<file path="src/rtl/sram_march_checker_pkg.sv">
// Shared types for the SRAM March C- self-test engine.
// Element table, controller states and checkword offsets.
package sram_march_checker_pkg;

    typedef enum logic [1:0] {
        ST_IDLE,
        ST_RUN,
        ST_PASS,
        ST_FAIL
    } state_t;

    typedef enum logic [2:0] {
        PH_SETUP,
        PH_WR,
        PH_ISS,
        PH_WT,
        PH_CHK
    } phase_t;

    typedef struct packed {
        logic rd;
        logic wr;
        logic down;
        logic rd_bg;
        logic wr_bg;
    } elem_t;

    localparam logic [2:0]  ELEM_LAST = 3'd5;
    localparam logic [15:0] CHK_RUN   = 16'd0;
    localparam logic [15:0] CHK_PASS  = 16'd1;
    localparam logic [15:0] CHK_FAIL  = 16'd2;

    // Field order: rd, wr, down, rd_bg, wr_bg
    function automatic elem_t elem_cfg(input logic [2:0] e);
        case (e)
            3'd0:    elem_cfg = 5'b01000;
            3'd1:    elem_cfg = 5'b11001;
            3'd2:    elem_cfg = 5'b11010;
            3'd3:    elem_cfg = 5'b11101;
            3'd4:    elem_cfg = 5'b11110;
            default: elem_cfg = 5'b10000;
        endcase
    endfunction

endpackage

</file>
<file path="src/rtl/sram_march_checker_addr_gen.sv">
// Loadable up/down address counter for the march sequencer.
// Direction is latched on load; last flags the final address of the sweep.
module sram_march_checker_addr_gen
    import sram_march_checker_pkg::*;
#(
    parameter int ADDR_W = 8
) (
    input  logic              clk,
    input  logic              rst,
    input  logic              load,
    input  logic              dir_down,
    input  logic              step,
    output logic [ADDR_W-1:0] addr,
    output logic              last
);

    logic down_q;

    always_ff @(posedge clk) begin
        if (rst) begin
            addr   <= '0;
            down_q <= 1'b0;
        end else if (load) begin
            down_q <= dir_down;
            addr   <= dir_down ? '1 : '0;
        end else if (step) begin
            addr <= down_q ? addr - ADDR_W'(1) : addr + ADDR_W'(1);
        end
    end

    assign last = down_q ? (addr == '0) : (addr == '1);

endmodule

</file>
<file path="config.mk">
export PLATFORM = sky130hd
export DESIGN_NAME = sram_march_checker_addr_gen
export DESIGN_NICKNAME = d
export VERILOG_FILES = /design/src/rtl/sram_march_checker_pkg.sv /design/src/rtl/sram_march_checker_addr_gen.sv
export SDC_FILE = /design/constraint.sdc
export NUM_CORES = 1
export LEC_CHECK = 0
export BUFFER_PORTS_ARGS = -buffer_cell sky130_fd_sc_hd__buf_2
export CORE_MARGIN = 10
export CORE_UTILIZATION = 47
export DETAILED_ROUTE_END_ITERATION = 10
export HOLD_SLACK_MARGIN = 0.02
export PLACE_DENSITY_LB_ADDON = 0.12
export REMOVE_ABC_BUFFERS = 1
export SETUP_SLACK_MARGIN = 0.4
export SLEW_MARGIN = 10
export SYNTH_ARGS = -nofsm -noshare
export SYNTH_HDL_FRONTEND = slang
export SYNTH_SLANG_ARGS = --single-unit
</file>
<file path="constraint.sdc">
create_clock -name clk -period 1.7 [get_ports clk]
set_input_delay 0.34 -clock clk [delete_from_list [all_inputs] [get_ports clk]]
set_output_delay 0.34 -clock clk [all_outputs]
set_load 0.01 [all_outputs]
</file>
# == Word level (Yosys, flattened, before mapping) ==
# Cells that the tools add are included.
# word_totals
register_bits,9
output_inout_bits,9
wordCells,12
# op_classes
n_addsub,2
n_eq_ne,1
mux,5
n_reduce_logical,2
# op_table
operator,count
2-to-1 mux 8 bit,4
"adder 8 x 1 -> 8 bit, second input constant",1
"== test 8 bit, second input constant",1
logical NOT 8 bit,1
"subtractor 8 x 1 -> 8 bit, second input constant",1
nonzero test 2 bit,1
2-to-1 mux 1 bit,1

# == Longest topological paths before layout ==
# Gate-level depths: netlist of run 1.
# depth
depth_word,4
mapped_depth,7

# == Worst setup path after synthesis of run 1 ==
# No wires, ideal clock.
# synth_path
path_type,register -> register
from,register addr[0]
to,register addr[6]
arrival_ns,1.603
required_time_ns,1.568
path_slack_ns,-0.035
path_stages_with_launch,8
synth_period_minus_slack_ns,1.735
path_cell_list,dfxtp_1 inv_1 fa_1 nor2b_4 o31a_1 o22ai_2 mux2i_1 nor3_2
# synth_between
elab_chain_cells,4
word_cells_on_any_way,5
cone_classes,add/sub: 2; mux: 3
# synth_lines
item,line,text
from (decl),sram_march_checker_addr_gen.sv:13,"output logic [ADDR_W-1:0] addr,"
from (signal assigned),sram_march_checker_addr_gen.sv:25,addr <= dir_down ? '1 : '0;
from (signal assigned),sram_march_checker_addr_gen.sv:27,addr <= down_q ? addr - ADDR_W'(1) : addr + ADDR_W'(1);
adder 8 x 1 -> 8 bit or subtractor 8 x 1 -> 8 bit (tied branches),sram_march_checker_addr_gen.sv:27,
2-to-1 mux 8 bit (*),sram_march_checker_addr_gen.sv:27,
2-to-1 mux 8 bit (*),sram_march_checker_addr_gen.sv:26,end else if (step) begin
2-to-1 mux 8 bit (*),sram_march_checker_addr_gen.sv:23,end else if (load) begin
# Mark *: on every way between the ends. The rest lies on a longest branch, timed or not. The select of a mux whose other input is x is not followed.
# A chain may end at the register's enable or synchronous reset.

# == Worst setup path after layout of run 1 ==
# layout_path
from,register addr[0]
to,output port last
# layout_between
elab_chain_cells,2
word_cells_on_any_way,3
cone_classes,eq/ne: 1; mux: 1; reduce/logical: 1
# layout_lines
item,line,text
== test 8 bit or logical NOT 8 bit (tied branches),sram_march_checker_addr_gen.sv:31,assign last = down_q ? (addr == '0) : (addr == '1);
2-to-1 mux 1 bit (*),sram_march_checker_addr_gen.sv:31,
to (decl),sram_march_checker_addr_gen.sv:14,output logic last
# Mark *: on every way between the ends. The rest lies on a longest branch, timed or not.

==> results.cfg, run 1 <==
[run_status]
run_status = complete, but fails checks
failed_checks = negative setup slack

[sta]
setup_tns_ns = -0.296
clock_skew_ns = 0.00122
report.final.setup_viol = 2
layout_min_cycle_time_ns = 1.96
setup_repair_after_global_routing_missed_its_margin = true
worst_slew_margin_rel_pct = 79.5
number_of_pins_with_negative_max_slew_slack_in_the_final_report = 0
achievable-frequency_ghz = 0.510
fin_crit_sh_pct = 115
final-hold-violation-count = 0
timing.final.ws_setup_ns = -0.262
measured_slew_at_the_worst_slew_check_pin_ns = 0.305

[die]
row_count = 13
initial_core_util_pct = 51.9
die_height_um = 58.6
design.portCount = 14
core_region_area_um2 = 1350
design.die.area_um2 = 3440
floorplan.die.width_um = 58.6

[layout]
layout.cell_area.non_filler_um2 = 1080
antenna_cells_inserted = 0
multi_input_area_um2 = 606
fillers = 92
final_net_count = 131
drive_above_1_share_pct = 54.2
syn_to_final_growth_pct = 54.3
final-seq-area_um2 = 186

[setup_path]
critical_path.max_fanout = 3
crit_path_end_kind = primary output
crit_arrival_ns = 1.62
worst-endpoint-required_ns = 1.36
start_kind = flip-flop
timing_worst_setup_path_type = reg -> out

[synthesis]
dominantRegCellSynth = dfxtp_1
share_of_synthesized_registers_carrying_an_async_set_or_reset_pct = 0
post_synth_inst_count = 86
synth_edf_count = 0
synth_area_leader_cell = dfxtp_1
ys_seq_elements = 9
synth.cell_area_um2 = 701
synth-seq-area-share_pct = 25.7
yosysTopAreaCellShare_pct = 25.7
netlist_top_cells_area = dfxtp_1 (26%), ha_1 (11%), a21oi_1 (7.1%)
synthMostInstantiatedCell = a21oi_1
synth.top_cells.by_count = a21oi_1 (10), dfxtp_1 (9), ha_1 (6), inv_1 (6), o21ai_0 (6)
post_synth_num_cell_types = 31
synthesized_area_divided_by_synthesized_cell_count_um2 = 8.15
yosysWarningCount = 0

[cts]
postCtsHoldBufs = 0
ctsRootBufferMaster = clkbuf_4
h-tree-depth = 1
cts_buffer_count = 3
path_clk_slew_ns = 0.06
clock_sinks = 9
tritoncts = done
clk-insertion-delay-late_ns = 0.27
max-clock-path-buffers = 2

[global_routing]
grt_overflow = 0
antenna_found_initial = 0
via_count_of_the_first_global_routing_pass = 808
groute.usage.overall_pct = 13.6
grt_max_degree = 13
wire_length_of_the_first_global_routing_pass_um = 3680

[flow_run]
max_cap_violations = 0

[detailed_routing]
route.top_layer_used = met4
wl_met2_um = 1130
wl_met1_um = 1030
drt-initial-drc-count = 34
route.met3.wl_um = 145
dr_total_vias = 816
detail_route.wirelength_um = 2350
drc = 0
number_of_nets_with_antenna_violations_after_routing = 0
routed_via_density = 6.14
avgRoutedWirePerCell_um = 17.7
drt_pre_antenna_iters = 4

[place]
buffer_ports.inserted = 13
gpl_wtd_cong = 0.817
dp_hpwl_um = 1510
dp_worst_setup_slack_ns = -0.0129
placed_cell_area_um2 = 872

[hold_path]
hold_class = in -> reg

[pwr]
power_density_nw_per_um2 = 660
ir_worst_vdd_v = 0.000536
power_leakage_nw = 0.494
path summary, 6_finish.rpt:
path / startpoint / to / slack (ns) / depth (start not counted)
max reg2reg: addr[0] / addr[6] / -0.03 / 9
min: rst / addr[1] / 0.29 / 2
max: addr[0] / last / -0.26 / 6
min reg2reg: addr[4] / addr[4] / 0.63 / 2
area by class of cell:
class                           instances  share of cell area (%)
Multi-Input combinational cell         69                    56.0
Timing Repair Buffer                   30                    20.5
Sequential cell                         9                    17.2
Clock buffer                            4                    2.43
Inverter                                6                    2.08
Tap cell                               15                    1.74
repair_timing:
| item | CTS | global route |
|---|---|---|
| gates cloned | 0 | 0 |
| setup endpoints to repair | 8 | 9 |
| pin swaps | 5 | 5 |
| buffers inserted | 3 | 1 |
| gates resized for setup | 30 | 13 |
worst max-delay path, cell delays in order, from the launching register on:
cell and delay, ns:
dfxtp_2 0.33, buf_6 0.11, buf_4 0.14, nor4_2 0.22
nand3_1 0.13, o41ai_2 0.23, buf_2 0.19
layout by cell type, fill, tap and decap left out, types with 5 or more instances in the layout:
| cell | instances |
|---|---|
| dfxtp_1 | 6 |
| buf_4 | 11 |
| a21oi_1 | 5 |
| buf_6 | 7 |
| nand3_1 | 5 |
| a21oi_2 | 5 |
| buf_2 | 12 |
| nand2_1 | 5 |
flip-flops by register name, indices dropped and copies added (netlist names):
signal and cells:
down_q 1, addr 8
metal layers:
metal  GRT usage, %  up-vias
li1               -      383
met3           3.43        5
met4           7.21        0
met1           16.2      397
met2           21.9       31
met5              0        -
where the power goes:
group / internal, mW / switching [mW]
combinational: 0.143 / 0.147
sequential: 0.229 / 0.0221
clock: 0.0909 / 0.0810
total: 0.463 / 0.250
cell families (layout without fill, tap and decap cells):
logic type,Yosys count,after routing,synth area share (%)
simple gates,29,29,22.9
fa+ha+maj,7,7,13.6
xor+xnor,3,3,3.75
compound gates,28,28,26.6
mux,2,2,2.86
flops,9,9,25.7
buf+inv,8,40,4.64
per-stage QoR:
step / util, % / total power [mW] / hold slack (ns) / std cells
after CTS: 74.5 / 0.675 / 0.270 / 132
after detailed placement: 64.6 / 0.461 / 0.558 / 125
final: 80.1 / 0.713 / 0.288 / 133
after floorplan: - / 0.370 / 0.409 / 84
after global placement: 64.6 / 0.461 / 0.557 / 125
after global routing: 80.1 / 0.749 / 0.304 / 133
Power figures use the tool's default switching activity.
==> run 2: changes to the inputs <==
- ABC_AREA: unset -> 1
==> results.cfg, run 2 <==
[run_status]
run_status = finished clean

[place]
buffer_ports.inserted = 13
gpl_wtd_cong = 0.857
placedCellCount = 139
dp_hpwl_um = 1480
dp_worst_setup_slack_ns = 0.0552
placed_cell_area_um2 = 801

[setup_path]
crit_arrival_ns = 1.24
critical_path.max_fanout = 4
crit_slowest_cell = dfxtp_4
worstPathCellList = buf_6 -> o41ai_2 -> buf_2
combined_buffer_and_inverter_count_along_the_critical_path = 2
worst-endpoint-required_ns = 1.36
start_kind = flip-flop
cp.depth = 3
r2r_cells = 7
crit_path_end_kind = primary output
critical-path-top-delay-family = flip-flops
timing_worst_setup_path_type = reg -> out
cpPeakStageDelay_ns = 0.37

[pwr]
pwr-share-comb_pct = 33.3
share_seq_of_total_power_pct = 39.9
sw_frac_of_total_pct = 34.8
clkPwrFrac_pct = 26.8
power_density_nw_per_um2 = 646
power_leakage_nw = 0.509
power_report.internal_total_mw = 0.417
power.switching_mw = 0.223
ir_worst_vdd_v = 0.000428

[detailed_routing]
drt-initial-drc-count = 27
number_of_nets_with_antenna_violations_after_routing = 0
routed_via_density = 5.47
avgRoutedWirePerCell_um = 13.8
drt_pre_antenna_iters = 4
dr_total_vias = 804
drc = 0
detail_route.wirelength_um = 2030

[sta]
setup_tns_ns = 0
timing.final.ws_setup_ns = 0.120
clock_skew_ns = 0.00585
report.final.setup_viol = 0
setup_repair_after_global_routing_missed_its_margin = true
fin_crit_sh_pct = 93.0
worst_slew_margin_rel_pct = 75.0
layout_min_cycle_time_ns = 1.58
achievable-frequency_ghz = 0.633
number_of_pins_with_negative_max_slew_slack_in_the_final_report = 0
measured_slew_at_the_worst_slew_check_pin_ns = 0.374
final-hold-violation-count = 0

[global_routing]
wire_length_of_the_first_global_routing_pass_um = 3220
groute.usage.overall_pct = 11.6
antenna_found_initial = 0
grt_max_degree = 6
grt_overflow = 0
via_count_of_the_first_global_routing_pass = 737

[die]
initial_core_util_pct = 51.4
row_count = 13
design.portCount = 14
core_region_area_um2 = 1350
die_height_um = 58.4
design.die.area_um2 = 3420
floorplan.die.width_um = 58.4

[synthesis]
yosysTopAreaCellShare_pct = 25.9
synth.cell_area_um2 = 694
synth_area_leader_cell = dfxtp_1
post_synth_inst_count = 108
post_synth_num_cell_types = 17
netlist_top_cells_area = dfxtp_1 (26%), nand2_1 (12%), inv_1 (11%)
synthesized_area_divided_by_synthesized_cell_count_um2 = 6.43
synth-seq-area-share_pct = 25.9
synthMostInstantiatedCell = nand2_1
share_of_synthesized_registers_carrying_an_async_set_or_reset_pct = 0
synth.top_cells.by_count = nand2_1 (23), inv_1 (21), a21oi_1 (13)
ys_seq_elements = 9
yosysWarningCount = 0
synth_edf_count = 0
dominantRegCellSynth = dfxtp_1

[cts]
max-clock-path-buffers = 2
h-tree-depth = 1
postCtsHoldBufs = 0
cts_buffer_count = 3
path_clk_slew_ns = 0.06
clk-insertion-delay-late_ns = 0.26
tritoncts = done
ctsRootBufferMaster = clkbuf_4
clock_sinks = 9

[layout]
max_flop_register = addr
final_common_cell = nand2_1
reg_top3 = addr (8), down_q (1)
layout_common_cells = nand2_1 (21), inv_1 (17), buf_2 (13)
antenna_cells_inserted = 0
final_cells = 147
flip_flop_count_of_the_largest_register_all_copies_and_words_added = 8
final_net_count = 145
finalCoreUtilization_pct = 73.3
drive_above_1_share_pct = 39.4
syn_to_final_growth_pct = 42.5
layout.cell_area.non_filler_um2 = 990

[flow_run]
max_cap_violations = 0

[hold_path]
holdPathStages = 2
hold_class = in -> reg
run 2: cell types whose count changed in the layout (fill, tap and decap cells not counted), sizes merged, moves of 4 or more:
cell	before	now
nor2	4	9
inv	6	21
nand2	5	23
nor3	5	1
nand3	5	9
a21oi	10	15
buf	30	20
run 2: kinds of logic (layout without fill, tap and decap cells):
logic type / after synthesis / after routing / share of synthesized area [%]
and+or+nand+nor: 45 / 45 / 27.4
buffers and inverters: 21 / 45 / 11.4
DFF: 9 / 9 / 25.9
xor gates and xnor gates: 2 / 2 / 2.52
AOI/OAI and AO/OA: 24 / 24 / 19.1
adders and majority gates: 7 / 7 / 13.7
run 2: area by class of cell:
class | count | area (µm²)
clock buffers | 4 | 26.3
fillers | 111 | 360
inverters | 21 | 81.3
multi-input cells | 78 | 538
flip-flops and latches | 9 | 200
well taps | 15 | 18.8
repair buffers | 20 | 125
run 2: path summary, 6_finish.rpt:
kind / endpoint / slack [ns] / start
hold reg to reg: addr[2] / 0.61 / addr[2]
hold / removal: addr[4] / 0.30 / rst
setup reg to reg: addr[4] / 0.18 / down_q
setup / recovery: last / 0.12 / down_q
run 2: stage by stage:
| step | total power, mW | hold WS (ns) |
|---|---|---|
| after global placement | 0.416 | 0.571 |
| final | 0.640 | 0.303 |
| after floorplan | 0.359 | 0.402 |
| after detailed placement | 0.418 | 0.573 |
| after CTS | 0.605 | 0.289 |
| after global routing | 0.675 | 0.312 |
run 2: timing repair:
item | CTS | global route
endpoints found under the setup margin | 8 | 7
setup buffers | 3 | 1
resized for setup | 21 | 14
pin swaps | 7 | 9
run 2: routing by layer:
metal | wire, µm | up-vias | global-route usage, %
li1 | - | 403 | -
met1 | 904 | 368 | 13.3
met2 | 982 | 27 | 19.7
met3 | 103 | 6 | 2.58
met4 | 37 | 0 | 5.70
met5 | 0 | - | 0
run 2: power by group through the flow:
stage / clock network, mW / logic (mW) / registers, mW
2_1_floorplan: 0 / 0.102 / 0.257
3_3_place_gp: 0 / 0.163 / 0.253
3_5_place_dp: 0 / 0.164 / 0.254
4_1_cts: 0.173 / 0.181 / 0.251
5_1_grt: 0.178 / 0.240 / 0.257
6_report: 0.171 / 0.213 / 0.255
==> run 3: changes to the inputs <==
- CORE_UTILIZATION: 47 -> 38
- RECOVER_POWER: unset -> 25
==> results.cfg, run 3 (synthesized netlist as in run 2, its figures left out) <==
[setup_path]
worstPathCellList = nor4_4 -> nand3_2 -> o41ai_4 -> buf_2
crit_path_end_kind = primary output
critical-path-top-delay-family = simple AND/OR/NAND/NOR gates
critical_path.max_fanout = 5
worst-endpoint-required_ns = 1.36
timing_worst_setup_path_type = reg -> out
start_kind = flip-flop
crit_slowest_cell = dfxtp_4
combined_buffer_and_inverter_count_along_the_critical_path = 1
crit_arrival_ns = 1.30
cpPeakStageDelay_ns = 0.37

[cts]
path_clk_slew_ns = 0.06
clk-insertion-delay-late_ns = 0.27
tritoncts = done
postCtsHoldBufs = 0
cts_buffer_count = 3
max-clock-path-buffers = 2
h-tree-depth = 1
ctsRootBufferMaster = clkbuf_4
clock_sinks = 9

[global_routing]
wire_length_of_the_first_global_routing_pass_um = 3440
antenna_found_initial = 0
grt_overflow = 0
via_count_of_the_first_global_routing_pass = 777
grt_max_degree = 7
groute.usage.overall_pct = 10.3

[run_status]
run_status = finished clean

[detailed_routing]
drt-initial-drc-count = 6
drc = 0
routed_via_density = 5.12
number_of_nets_with_antenna_violations_after_routing = 0
dr_total_vias = 789
avgRoutedWirePerCell_um = 12.7
detail_route.wirelength_um = 1960
drt_pre_antenna_iters = 4

[layout]
final_net_count = 142
max_flop_register = addr
syn_to_final_growth_pct = 41.4
drive_above_1_share_pct = 38.0
fillers = 176
flip_flop_count_of_the_largest_register_all_copies_and_words_added = 8
finalCoreUtilization_pct = 56.9
layout_common_cells = nand2_1 (21), inv_1 (17), buf_2 (13)
final_common_cell = nand2_1
reg_top3 = addr (8), down_q (1)
antenna_cells_inserted = 0

[sta]
report.final.setup_viol = 0
achievable-frequency_ghz = 0.609
final-hold-violation-count = 0
layout_min_cycle_time_ns = 1.64
setup_repair_after_global_routing_missed_its_margin = true
timing.final.ws_setup_ns = 0.0567
fin_crit_sh_pct = 96.7
worst_slew_margin_rel_pct = 83.2
number_of_pins_with_negative_max_slew_slack_in_the_final_report = 0
clock_skew_ns = 0.00191
measured_slew_at_the_worst_slew_check_pin_ns = 0.251

[die]
die_height_um = 62.8
core_region_area_um2 = 1730
design.portCount = 14
row_count = 15
design.die.area_um2 = 3940
initial_core_util_pct = 40.2
floorplan.die.width_um = 62.8

[flow_run]
max_cap_violations = 0

[pwr]
power_density_nw_per_um2 = 646
ir_worst_vdd_v = 0.000540
power_leakage_nw = 0.527

[place]
buffer_ports.inserted = 13
dp_worst_setup_slack_ns = 0.0293
dp_hpwl_um = 1490
gpl_wtd_cong = 0.844

[hold_path]
hold_class = in -> reg
[run 3: worst paths after layout]
kind	start	to	slack [ns]	depth (start not counted)
max	addr[4]	last	0.06	4
min	rst	addr[4]	0.28	2
min reg2reg	addr[7]	addr[7]	0.59	2
max reg2reg	down_q	addr[7]	0.16	9
[run 3: worst register-to-register path, cell delays in order (launching register included)]
cell and delay (ns):
dfxtp_4 0.35, buf_4 0.16, ha_1 0.35, nand2_1 0.10, inv_1 0.05, a21oi_2 0.14
nand2_1 0.06, nand2_1 0.06, nand3_1 0.08, a21oi_1 0.12
[run 3: cell type report]
class | instances | area [µm²] | area share (%)
inverters | 21 | 81.3 | 8.28
multi-input cells | 78 | 542 | 55.2
flip-flops and latches | 9 | 203 | 20.6
clock buffers | 4 | 26.3 | 2.68
repair buffers | 17 | 98.8 | 10.1
well taps | 25 | 31.3 | 3.18
[run 3: per-stage QoR]
stage / cell area (µm²) / TNS, ns / hold slack, ns / instances / total power, mW
floorplan: 694 / 0 / 0.402 / 108 / 0.359
global placement: 813 / 0 / 0.576 / 149 / 0.416
detailed placement: 813 / 0 / 0.574 / 149 / 0.416
CTS: 886 / 0 / 0.283 / 154 / 0.596
global route: 982 / -0.00642 / 0.269 / 154 / 0.682
finish: 982 / 0 / 0.284 / 154 / 0.634
[run 3: report_power, final]
part	switching [mW]	internal (mW)	total, mW
registers	0.0300	0.227	0.257
logic	0.113	0.0878	0.200
clock network	0.0854	0.0910	0.176
total	0.228	0.406	0.634
[run 3: per-layer routing]
layer	share of wire, %	vias up	GRT usage [%]
li1	-	401	-
met1	46	364	12.6
met2	45	20	15.4
met3	7.8	4	5.56
met4	1.0	0	2.79
met5	0	-	0
[run 3: what timing repair did]
item,in CTS,in global routing
buffers inserted,1,0
resized for setup,11,27
setup endpoints to repair,8,8
endpoints found under the hold margin,0,0
pin swaps,3,9
